--- config.mk ---
export PLATFORM = sky130hd
export DESIGN_NAME = ulpi_reg_sequencer
export DESIGN_NICKNAME = d
export VERILOG_FILES = /design/src/rtl/ulpi_reg_sequencer.sv
export SDC_FILE = /design/constraint.sdc
export NUM_CORES = 1
export LEC_CHECK = 0
export ABC_AREA = 1
export CORE_MARGIN = 8
export CORE_UTILIZATION = 46
export DETAILED_ROUTE_END_ITERATION = 10
export GPL_TIMING_DRIVEN = 0
export PLACE_DENSITY_LB_ADDON = 0.2
export SKIP_LAST_GASP = 1
export SLEW_MARGIN = 10
export SYNTH_ARGS = -nofsm -noshare
export SYNTH_HDL_FRONTEND = slang
export SYNTH_SLANG_ARGS = --single-unit
--- constraint.sdc ---
create_clock -name clk_i -period 2.4 [get_ports clk_i]
set_clock_uncertainty 0.05 [all_clocks]
set_input_delay 0.24 -clock clk_i [delete_from_list [all_inputs] [get_ports clk_i]]
set_output_delay 0.24 -clock clk_i [all_outputs]
set_load 0.02 [all_outputs]
--- src/rtl/ulpi_reg_sequencer.sv ---
// ULPI register-port master: boots the PHY (vendor ID check, Function Control write),
// then round-robin arbitrates single register accesses from two requesters with a timeout.
module ulpi_reg_sequencer #(
    parameter logic [15:0] VENDOR_ID      = 16'h0424,
    parameter logic [7:0]  FUNC_CTRL_INIT = 8'h41,
    parameter int unsigned TIMEOUT        = 255
) (
    input  logic        clk_i,
    input  logic        rst_i,
    input  logic [1:0]  req_i,
    input  logic [1:0]  we_i,
    input  logic [7:0]  addr0_i,
    input  logic [7:0]  addr1_i,
    input  logic [7:0]  wdata0_i,
    input  logic [7:0]  wdata1_i,
    output logic [7:0]  rdata_o,
    output logic [1:0]  ack_o,
    output logic [1:0]  err_o,
    output logic [7:0]  reg_addr_o,
    output logic        reg_stb_o,
    output logic        reg_we_o,
    output logic [7:0]  reg_data_o,
    input  logic [7:0]  reg_data_i,
    input  logic        reg_ack_i,
    output logic        boot_done_o,
    output logic        id_ok_o,
    output logic [15:0] vendor_id_o
);

    typedef enum logic [2:0] {
        B_RDLO = 3'd0,
        B_RDHI = 3'd1,
        B_WRFC = 3'd2,
        IDLE   = 3'd3,
        GRANT  = 3'd4
    } state_t;

    localparam logic [8:0] TMO_LAST = 9'(TIMEOUT);

    state_t      state_q, state_d;
    logic        stb_q, stb_d, we_q, we_d;
    logic [7:0]  addr_q, addr_d, wdata_q, wdata_d, rdata_q, rdata_d, cnt_q, cnt_d;
    logic        ptr_q, ptr_d, gnt_q, gnt_d;
    logic [1:0]  ack_q, ack_d, err_q, err_d;
    logic        boot_done_q, boot_done_d, id_ok_q, id_ok_d, boot_err_q, boot_err_d;
    logic [15:0] vid_q, vid_d;
    logic        tmo_s, done_s, g_s;

    // Completion and timeout detection for the access currently on the bus
    always_comb begin
        tmo_s  = stb_q && !reg_ack_i && (({1'b0, cnt_q} + 9'd1) == TMO_LAST);
        done_s = stb_q && (reg_ack_i || tmo_s);
        g_s    = req_i[ptr_q] ? ptr_q : ~ptr_q;
    end

    // Next-state and output logic: stb only rises from a state where it is low,
    // so every access is preceded by at least one stb=0 cycle with addr/we/data set up.
    always_comb begin
        state_d     = state_q;
        stb_d       = stb_q;
        we_d        = we_q;
        addr_d      = addr_q;
        wdata_d     = wdata_q;
        ptr_d       = ptr_q;
        gnt_d       = gnt_q;
        ack_d       = 2'b00;
        err_d       = 2'b00;
        rdata_d     = 8'h00;
        boot_done_d = boot_done_q;
        id_ok_d     = id_ok_q;
        boot_err_d  = boot_err_q;
        vid_d       = vid_q;
        if (stb_q && !done_s) begin
            cnt_d = cnt_q + 8'd1;
        end else begin
            cnt_d = 8'h00;
        end

        case (state_q)
            B_RDLO: begin
                if (!stb_q) begin
                    stb_d = 1'b1;
                end else if (done_s) begin
                    stb_d = 1'b0;
                    if (reg_ack_i) begin
                        vid_d[7:0] = reg_data_i;
                    end else begin
                        boot_err_d = 1'b1;
                    end
                    addr_d  = 8'h01;
                    state_d = B_RDHI;
                end else begin
                    stb_d = 1'b1;
                end
            end
            B_RDHI: begin
                if (!stb_q) begin
                    stb_d = 1'b1;
                end else if (done_s) begin
                    stb_d = 1'b0;
                    if (reg_ack_i) begin
                        vid_d[15:8] = reg_data_i;
                    end else begin
                        boot_err_d = 1'b1;
                    end
                    addr_d  = 8'h04;
                    we_d    = 1'b1;
                    wdata_d = FUNC_CTRL_INIT;
                    state_d = B_WRFC;
                end else begin
                    stb_d = 1'b1;
                end
            end
            B_WRFC: begin
                if (!stb_q) begin
                    stb_d = 1'b1;
                end else if (done_s) begin
                    stb_d       = 1'b0;
                    boot_err_d  = boot_err_q || tmo_s;
                    boot_done_d = 1'b1;
                    id_ok_d     = (vid_q == VENDOR_ID) && !(boot_err_q || tmo_s);
                    addr_d      = 8'h00;
                    we_d        = 1'b0;
                    wdata_d     = 8'h00;
                    state_d     = IDLE;
                end else begin
                    stb_d = 1'b1;
                end
            end
            IDLE: begin
                stb_d = 1'b0;
                if (boot_done_q && (req_i != 2'b00)) begin
                    gnt_d   = g_s;
                    we_d    = we_i[g_s];
                    addr_d  = g_s ? addr1_i : addr0_i;
                    wdata_d = g_s ? wdata1_i : wdata0_i;
                    state_d = GRANT;
                end else begin
                    state_d = IDLE;
                end
            end
            GRANT: begin
                if (!stb_q) begin
                    stb_d = 1'b1;
                end else if (done_s) begin
                    stb_d = 1'b0;
                    if (reg_ack_i) begin
                        ack_d   = gnt_q ? 2'b10 : 2'b01;
                        rdata_d = we_q ? 8'h00 : reg_data_i;
                    end else begin
                        err_d = gnt_q ? 2'b10 : 2'b01;
                    end
                    ptr_d   = ~gnt_q;
                    state_d = IDLE;
                end else begin
                    stb_d = 1'b1;
                end
            end
            default: begin
                stb_d   = 1'b0;
                state_d = B_RDLO;
            end
        endcase
    end

    // State and output registers with synchronous reset
    always_ff @(posedge clk_i) begin
        if (rst_i) begin
            state_q     <= B_RDLO;
            stb_q       <= 1'b0;
            we_q        <= 1'b0;
            addr_q      <= 8'h00;
            wdata_q     <= 8'h00;
            rdata_q     <= 8'h00;
            cnt_q       <= 8'h00;
            ptr_q       <= 1'b0;
            gnt_q       <= 1'b0;
            ack_q       <= 2'b00;
            err_q       <= 2'b00;
            boot_done_q <= 1'b0;
            id_ok_q     <= 1'b0;
            boot_err_q  <= 1'b0;
            vid_q       <= 16'h0000;
        end else begin
            state_q     <= state_d;
            stb_q       <= stb_d;
            we_q        <= we_d;
            addr_q      <= addr_d;
            wdata_q     <= wdata_d;
            rdata_q     <= rdata_d;
            cnt_q       <= cnt_d;
            ptr_q       <= ptr_d;
            gnt_q       <= gnt_d;
            ack_q       <= ack_d;
            err_q       <= err_d;
            boot_done_q <= boot_done_d;
            id_ok_q     <= id_ok_d;
            boot_err_q  <= boot_err_d;
            vid_q       <= vid_d;
        end
    end

    assign rdata_o     = rdata_q;
    assign ack_o       = ack_q;
    assign err_o       = err_q;
    assign reg_addr_o  = addr_q;
    assign reg_stb_o   = stb_q;
    assign reg_we_o    = we_q;
    assign reg_data_o  = wdata_q;
    assign boot_done_o = boot_done_q;
    assign id_ok_o     = id_ok_q;
    assign vendor_id_o = vid_q;

endmodule
==> results of run 1 <==
[power by group through the flow]
stage | logic, W | clock network [W] | registers (W)
final | 0.000413 | 0.00100 | 0.00109
after global routing | 0.000455 | 0.00106 | 0.00110
after floorplan | 0.000171 | 0 | 0.00116
after CTS | 0.000416 | 0.00102 | 0.00109
after detailed placement | 0.000413 | 0 | 0.00112
after global placement | 0.000407 | 0 | 0.00111
[Yosys cell counts (all sizes together)]
master  number
a211oi       1
a21oi       24
buf          6
clkbuf       6
clkinv       2
dfxtp       62
ha           2
inv         68
nand2       71
nand3       27
nand4       13
nor2        73
nor3         4
nor4         2
o211ai      11
o21ai       23
o21bai       1
o22ai        2
or2         11
xnor2        1
[registers in the layout (all words and copies together) (netlist names), 2 cells and up]
name,count
vendor_id_o,16
cnt_q,8
rdata_o,8
reg_addr_o,8
reg_data_o,8
state_q,3
ack_o,2
err_o,2
[logic make-up (layout without fill, tap and decap cells)]
| family | after synthesis | in the layout | synth area share (%) |
|---|---|---|---|
| flops | 62 | 62 | 42.3 |
| xor+xnor | 1 | 1 | 0.299 |
| buf+inv | 82 | 191 | 11.7 |
| fa+ha+maj | 2 | 2 | 0.853 |
| compound gates | 62 | 62 | 11.8 |
| simple gates | 201 | 201 | 33.0 |
[layout make-up]
class	count	area, um^2
inverter	70	263
multi-input combinational	266	1350
clock buffer	12	145
timing repair buffer	93	931
sequential	62	1240
clock inverter	4	70.1
fill	577	2070
tap	77	96.3
buffer	12	80.1
[through the flow]
stage | power [W] | utilization [%]
5_1_grt | 0.00261 | 66.9
3_5_place_dp | 0.00153 | 63.4
6_report | 0.00251 | 66.9
3_3_place_gp | 0.00152 | 63.4
4_1_cts | 0.00252 | 66.9
2_1_floorplan | 0.00133 | -
[per-layer routing]
metal	wire length (um)	track usage [%]	share of wire [%]
met1	3500	21.3	43
met2	3930	28.9	48
met3	630	5.62	7.7
met4	63	7.17	0.77
met5	0	0	0
[placed cells by master (no fill, tap or decap), types with 10 or more instances in the layout]
cell             instances
a21oi_1                 24
clkbuf_8                10
or2_2                   11
inv_1                   66
clkdlybuf4s50_1         93
o21ai_0                 22
nand4_1                 13
nand3_1                 21
nand2_1                 61
dfxtp_1                 62
o211ai_1                11
nor2_1                  67
[path summary, 6_finish.rpt]
path | startpoint | end | cells after the start
hold / removal | rst_i | state_q[2]$_SDFFE_PP0P_ | 2
setup / recovery | req_i[0] | reg_data_o[7]$_SDFFE_PP0P_ | 8
hold reg to reg | gnt_q$_SDFFE_PP0P_ | ack_o[0]$_SDFF_PP0_ | 1
setup reg to reg | ptr_q$_SDFFE_PP0P_ | reg_data_o[7]$_SDFFE_PP0P_ | 7
==> impl_metrics.toml, run 1 <==
[sta]
setup_viol = 0
finalCritPeriodShare_pct = 87.9
worst_slack_ns = 0.290
worstMarginPinSlew_ns = 0.600
holdWs_ns = 0.230
finalMaxSlewViolations = 0
rsz0062_at_grt = "false"
hold_violations = 0
slew_headroom_pct = 59.7
fmax_ghz = 0.474
period_minus_slack_ns = 2.11
final.setup.tns_ns = 0

[placed_design]
place.gp.congestion = 0.921
dpl.hpwl_um = 6260
post-place-ws_ns = -0.0833
io_buffers = 93
place_inst = 580
place_area_mm2 = 0.00396

[routing]
remaining_drc_errors = 0
drt_iter0_drc = 127
drtAntennaViolNets = 0
first_pass_iters = 4
via_per_inst = 4.87
via_count = 2903
drt-total-wl_um = 8130
wl_per_cell_um = 13.6

[yosys]
synth_nets = 459
ys_top_cells_by_area = "dfxtp_1 42%, nor2_1 8.6%, inv_1 8.5%"
syn-instance-count = 410
ys_seq_area_share_pct = 42.3
ys_warn_count = 0
netlist_area_mm2 = 0.00293
syn_avg_cell_area_um2 = 7.15
ys_ff_latch = 62
synth_cell_type_count = 30
synth_area_leader_cell = "dfxtp_1"
synth_top_area_share_pct = 42.3

[worst_setup_path]
start_kind = "input pin"
slowest_delay_ns = 0.50
cp.required_ns = 2.57
reg2reg_slack_ns = 0.32
end_kind = "flop"
cp_top_family = "buffers and inverters"
critPathArrivalTime_ns = 2.28
crit_slowest_cell = "o21ai_1"
worstPathCellList = "clkdlybuf4s50_1 -> o21ai_1 -> inv_1 -> clkbuf_1 -> o211ai_1 -> nand4_1 -> nand2_1 -> nor2_2"
critPathBufInv = 3
path_max_fanout = 10
criticalPathCategory = "in2reg"

[final_layout]
diodes = 0
stdcell_area_mm2 = 0.00417
instances_no_fill = 596
area_growth_pct = 42.4
layout-drive-gt1-share_pct = 10.6
nets = 563

[die]
rows = 29
die_w_um = 95.8
start_util_pct = 47.0
num_io_pins = 95
dieArea_mm2 = 0.00918
core_area_mm2 = 0.00624
fp.dieH_um = 95.8

[clock_tree]
numCtsBuffers = 9
postCtsSetupRepairBufs = 0
cts_tree = "built"
cts_root_buffer = "clkbuf_8"
cts.htree.levels = 3
cts_buffer_depth = 2
worstSkewPairLatency_ns = 0.33
path_clk_slew_ns = 0.06
cts.sinks = 62
postCtsHoldBufs = 0
ctsResizeCount = 0

[power]
power_frac_comb_pct = 16.5
power_per_cell_area_mw_per_mm2 = 601
p_leak_nw = 1.71
peakVddDrop_mv = 0.347
p_sw_w = 0.000628
switching_share_pct = 25.1
clock_power_share_pct = 39.9
internal_power_w = 0.00188
power_frac_seq_pct = 43.6

[hold_path]
hold_class = "in2reg"

[outcome]
status = "completed"

[global_routing]
grt_first_pass_wirelength_um = 12900
antenna_found_initial = 0
grt_overflow_total = 0
grt_pass1_vias = 2764
track_usage_pct = 17.8
grt_max_degree = 11

[flow_run]
max_cap_violations = 0
Note: power is estimated with default switching activity, not from simulation.
==> run 2: changes to the inputs <==
--- a/config.mk
+++ b/config.mk
@@ -6,8 +6,8 @@
 export NUM_CORES = 1
 export LEC_CHECK = 0
 export ABC_AREA = 1
-export CORE_MARGIN = 8
 export CORE_UTILIZATION = 46
+export CTS_CLUSTER_DIAMETER = 30
 export DETAILED_ROUTE_END_ITERATION = 10
 export GPL_TIMING_DRIVEN = 0
 export PLACE_DENSITY_LB_ADDON = 0.2
==> run 2 against run 1 <==
Effect of this change: register-to-register slack is essentially flat; cell count down 0.34%; power fell by 4.5%; worst setup slack better by 0.028 ns; critical path depth unchanged; combinational power is essentially flat; largest cell class unchanged; largest power group unchanged; highest routed layer unchanged.
==> impl_metrics.toml, run 2 (synthesis gave the netlist of run 1 again) <==
[outcome]
status = "completed"

[sta]
finalMaxSlewViolations = 0
rsz0062_at_grt = "false"
setup_viol = 0
hold_violations = 0
finalCritPeriodShare_pct = 86.8
final.setup.tns_ns = 0
fmax_ghz = 0.480
period_minus_slack_ns = 2.08
worst_slack_ns = 0.318
slew_headroom_pct = 62.1
worstMarginPinSlew_ns = 0.565

[die]
start_util_pct = 48.7
die_w_um = 81.8
core_area_mm2 = 0.00603
rows = 28
dieArea_mm2 = 0.00670
num_io_pins = 95
fp.dieH_um = 81.8

[clock_tree]
cts_buffer_depth = 2
path_clk_slew_ns = 0.07
ctsResizeCount = 0
cts_tree = "built"
cts.sinks = 62
postCtsSetupRepairBufs = 0
worstSkewPairLatency_ns = 0.35
cts_root_buffer = "clkbuf_8"
postCtsHoldBufs = 0
cts.htree.levels = 3
numCtsBuffers = 9

[worst_setup_path]
criticalPathCategory = "in2reg"
start_kind = "input pin"
cp.required_ns = 2.60
critPathArrivalTime_ns = 2.29
end_kind = "flop"
path_max_fanout = 10

[power]
power_per_cell_area_mw_per_mm2 = 577
power_frac_comb_pct = 17.3
clock_power_share_pct = 37.0
total_power_w = 0.00240
power_frac_seq_pct = 45.6
switching_share_pct = 27.8
internal_power_w = 0.00173
peakVddDrop_mv = 0.557
p_leak_nw = 1.69
p_sw_w = 0.000667

[global_routing]
grt_pass1_vias = 2820
antenna_found_initial = 0
grt_max_degree = 12
track_usage_pct = 25.1
grt_overflow_total = 0
grt_first_pass_wirelength_um = 12700

[hold_path]
hold_class = "in2reg"

[routing]
wl_per_cell_um = 13.5
drt-total-wl_um = 8020
remaining_drc_errors = 0
via_per_inst = 5.02
drtAntennaViolNets = 0
drt_iter0_drc = 166
via_count = 2979
first_pass_iters = 5

[placed_design]
place.gp.congestion = 0.863
dpl.hpwl_um = 5850
io_buffers = 93
post-place-ws_ns = -0.0132

[final_layout]
nets = 563
area_growth_pct = 41.6
finish.utilization_pct = 68.9
largest_register_ffs = 16
diodes = 0
layout_commonest_cell = "clkdlybuf4s50_1"
layout-drive-gt1-share_pct = 11.0
final_cell_mix = "93 x clkdlybuf4s50_1, 67 x nor2_1, 66 x inv_1, 62 x dfxtp_1, 61 x nand2_1"

[flow_run]
max_cap_violations = 0
==> run 2: cell types whose count changed in the layout (fill, tap and decap cells not counted) <==
| cell | previous run | this run |
|---|---|---|
| bufinv_16 | 2 | 0 |
| clkbuf_1 | 8 | 6 |
| clkbuf_8 | 10 | 12 |
| clkinv_2 | 2 | 1 |
| clkinvlp_4 | 0 | 2 |
| inv_6 | 0 | 1 |
==> run 2: path summary, 6_finish.rpt <==
path / from / endpoint / slack (ns) / cells past startpoint
setup / recovery: req_i[0] / reg_data_o[7]$_SDFFE_PP0P_ / 0.32 / 8
hold / removal: rst_i / state_q[0]$_SDFFE_PP0P_ / 0.21 / 2
setup reg to reg: ptr_q$_SDFFE_PP0P_ / reg_data_o[7]$_SDFFE_PP0P_ / 0.32 / 7
hold reg to reg: gnt_q$_SDFFE_PP0P_ / ack_o[0]$_SDFF_PP0_ / 0.39 / 1
==> run 2: area by class of cell <==
| class | instances | area [um^2] |
|---|---|---|
| fillers | 539 | 1880 |
| well taps | 75 | 93.8 |
| clock buffers | 12 | 165 |
| flip-flops and latches | 62 | 1240 |
| repair buffers | 93 | 931 |
| clock inverters | 4 | 28.8 |
| plain buffers | 12 | 80.1 |
| multi-input cells | 266 | 1350 |
| inverters | 70 | 263 |
==> run 2: routing by layer <==
metal  track usage [%]  share of wire (%)  vias up
met5                 0                  0        -
met2              41.1                 49      104
met3              5.67                6.8       15
li1                  -                  -     1514
met4              10.9                1.3        0
met1              31.5                 43     1346
==> run 2: power groups by stage <==
stage | clock, W | combinational [W] | sequential [W]
after global placement | 0 | 0.000404 | 0.00111
after detailed placement | 0 | 0.000410 | 0.00112
after floorplan | 0 | 0.000171 | 0.00116
after global routing | 0.000936 | 0.000453 | 0.00110
final | 0.000888 | 0.000415 | 0.00109
after CTS | 0.000900 | 0.000414 | 0.00109
==> run 2: worst max-delay path: stages <==
cell and delay, ns:
clkdlybuf4s50_1 0.44, o21ai_1 0.47, inv_1 0.29, clkbuf_1 0.29
o211ai_1 0.23, nand4_1 0.15, nand2_1 0.12, nor2_2 0.04
==> run 2: per-stage QoR <==
stage,hold WS (ns),cells,area (um^2)
final,0.212,594,4150
after global routing,0.250,594,4150
after CTS,0.207,594,4150
after detailed placement,0.382,578,3960
after global placement,0.377,578,3960
after floorplan,0.302,410,2930
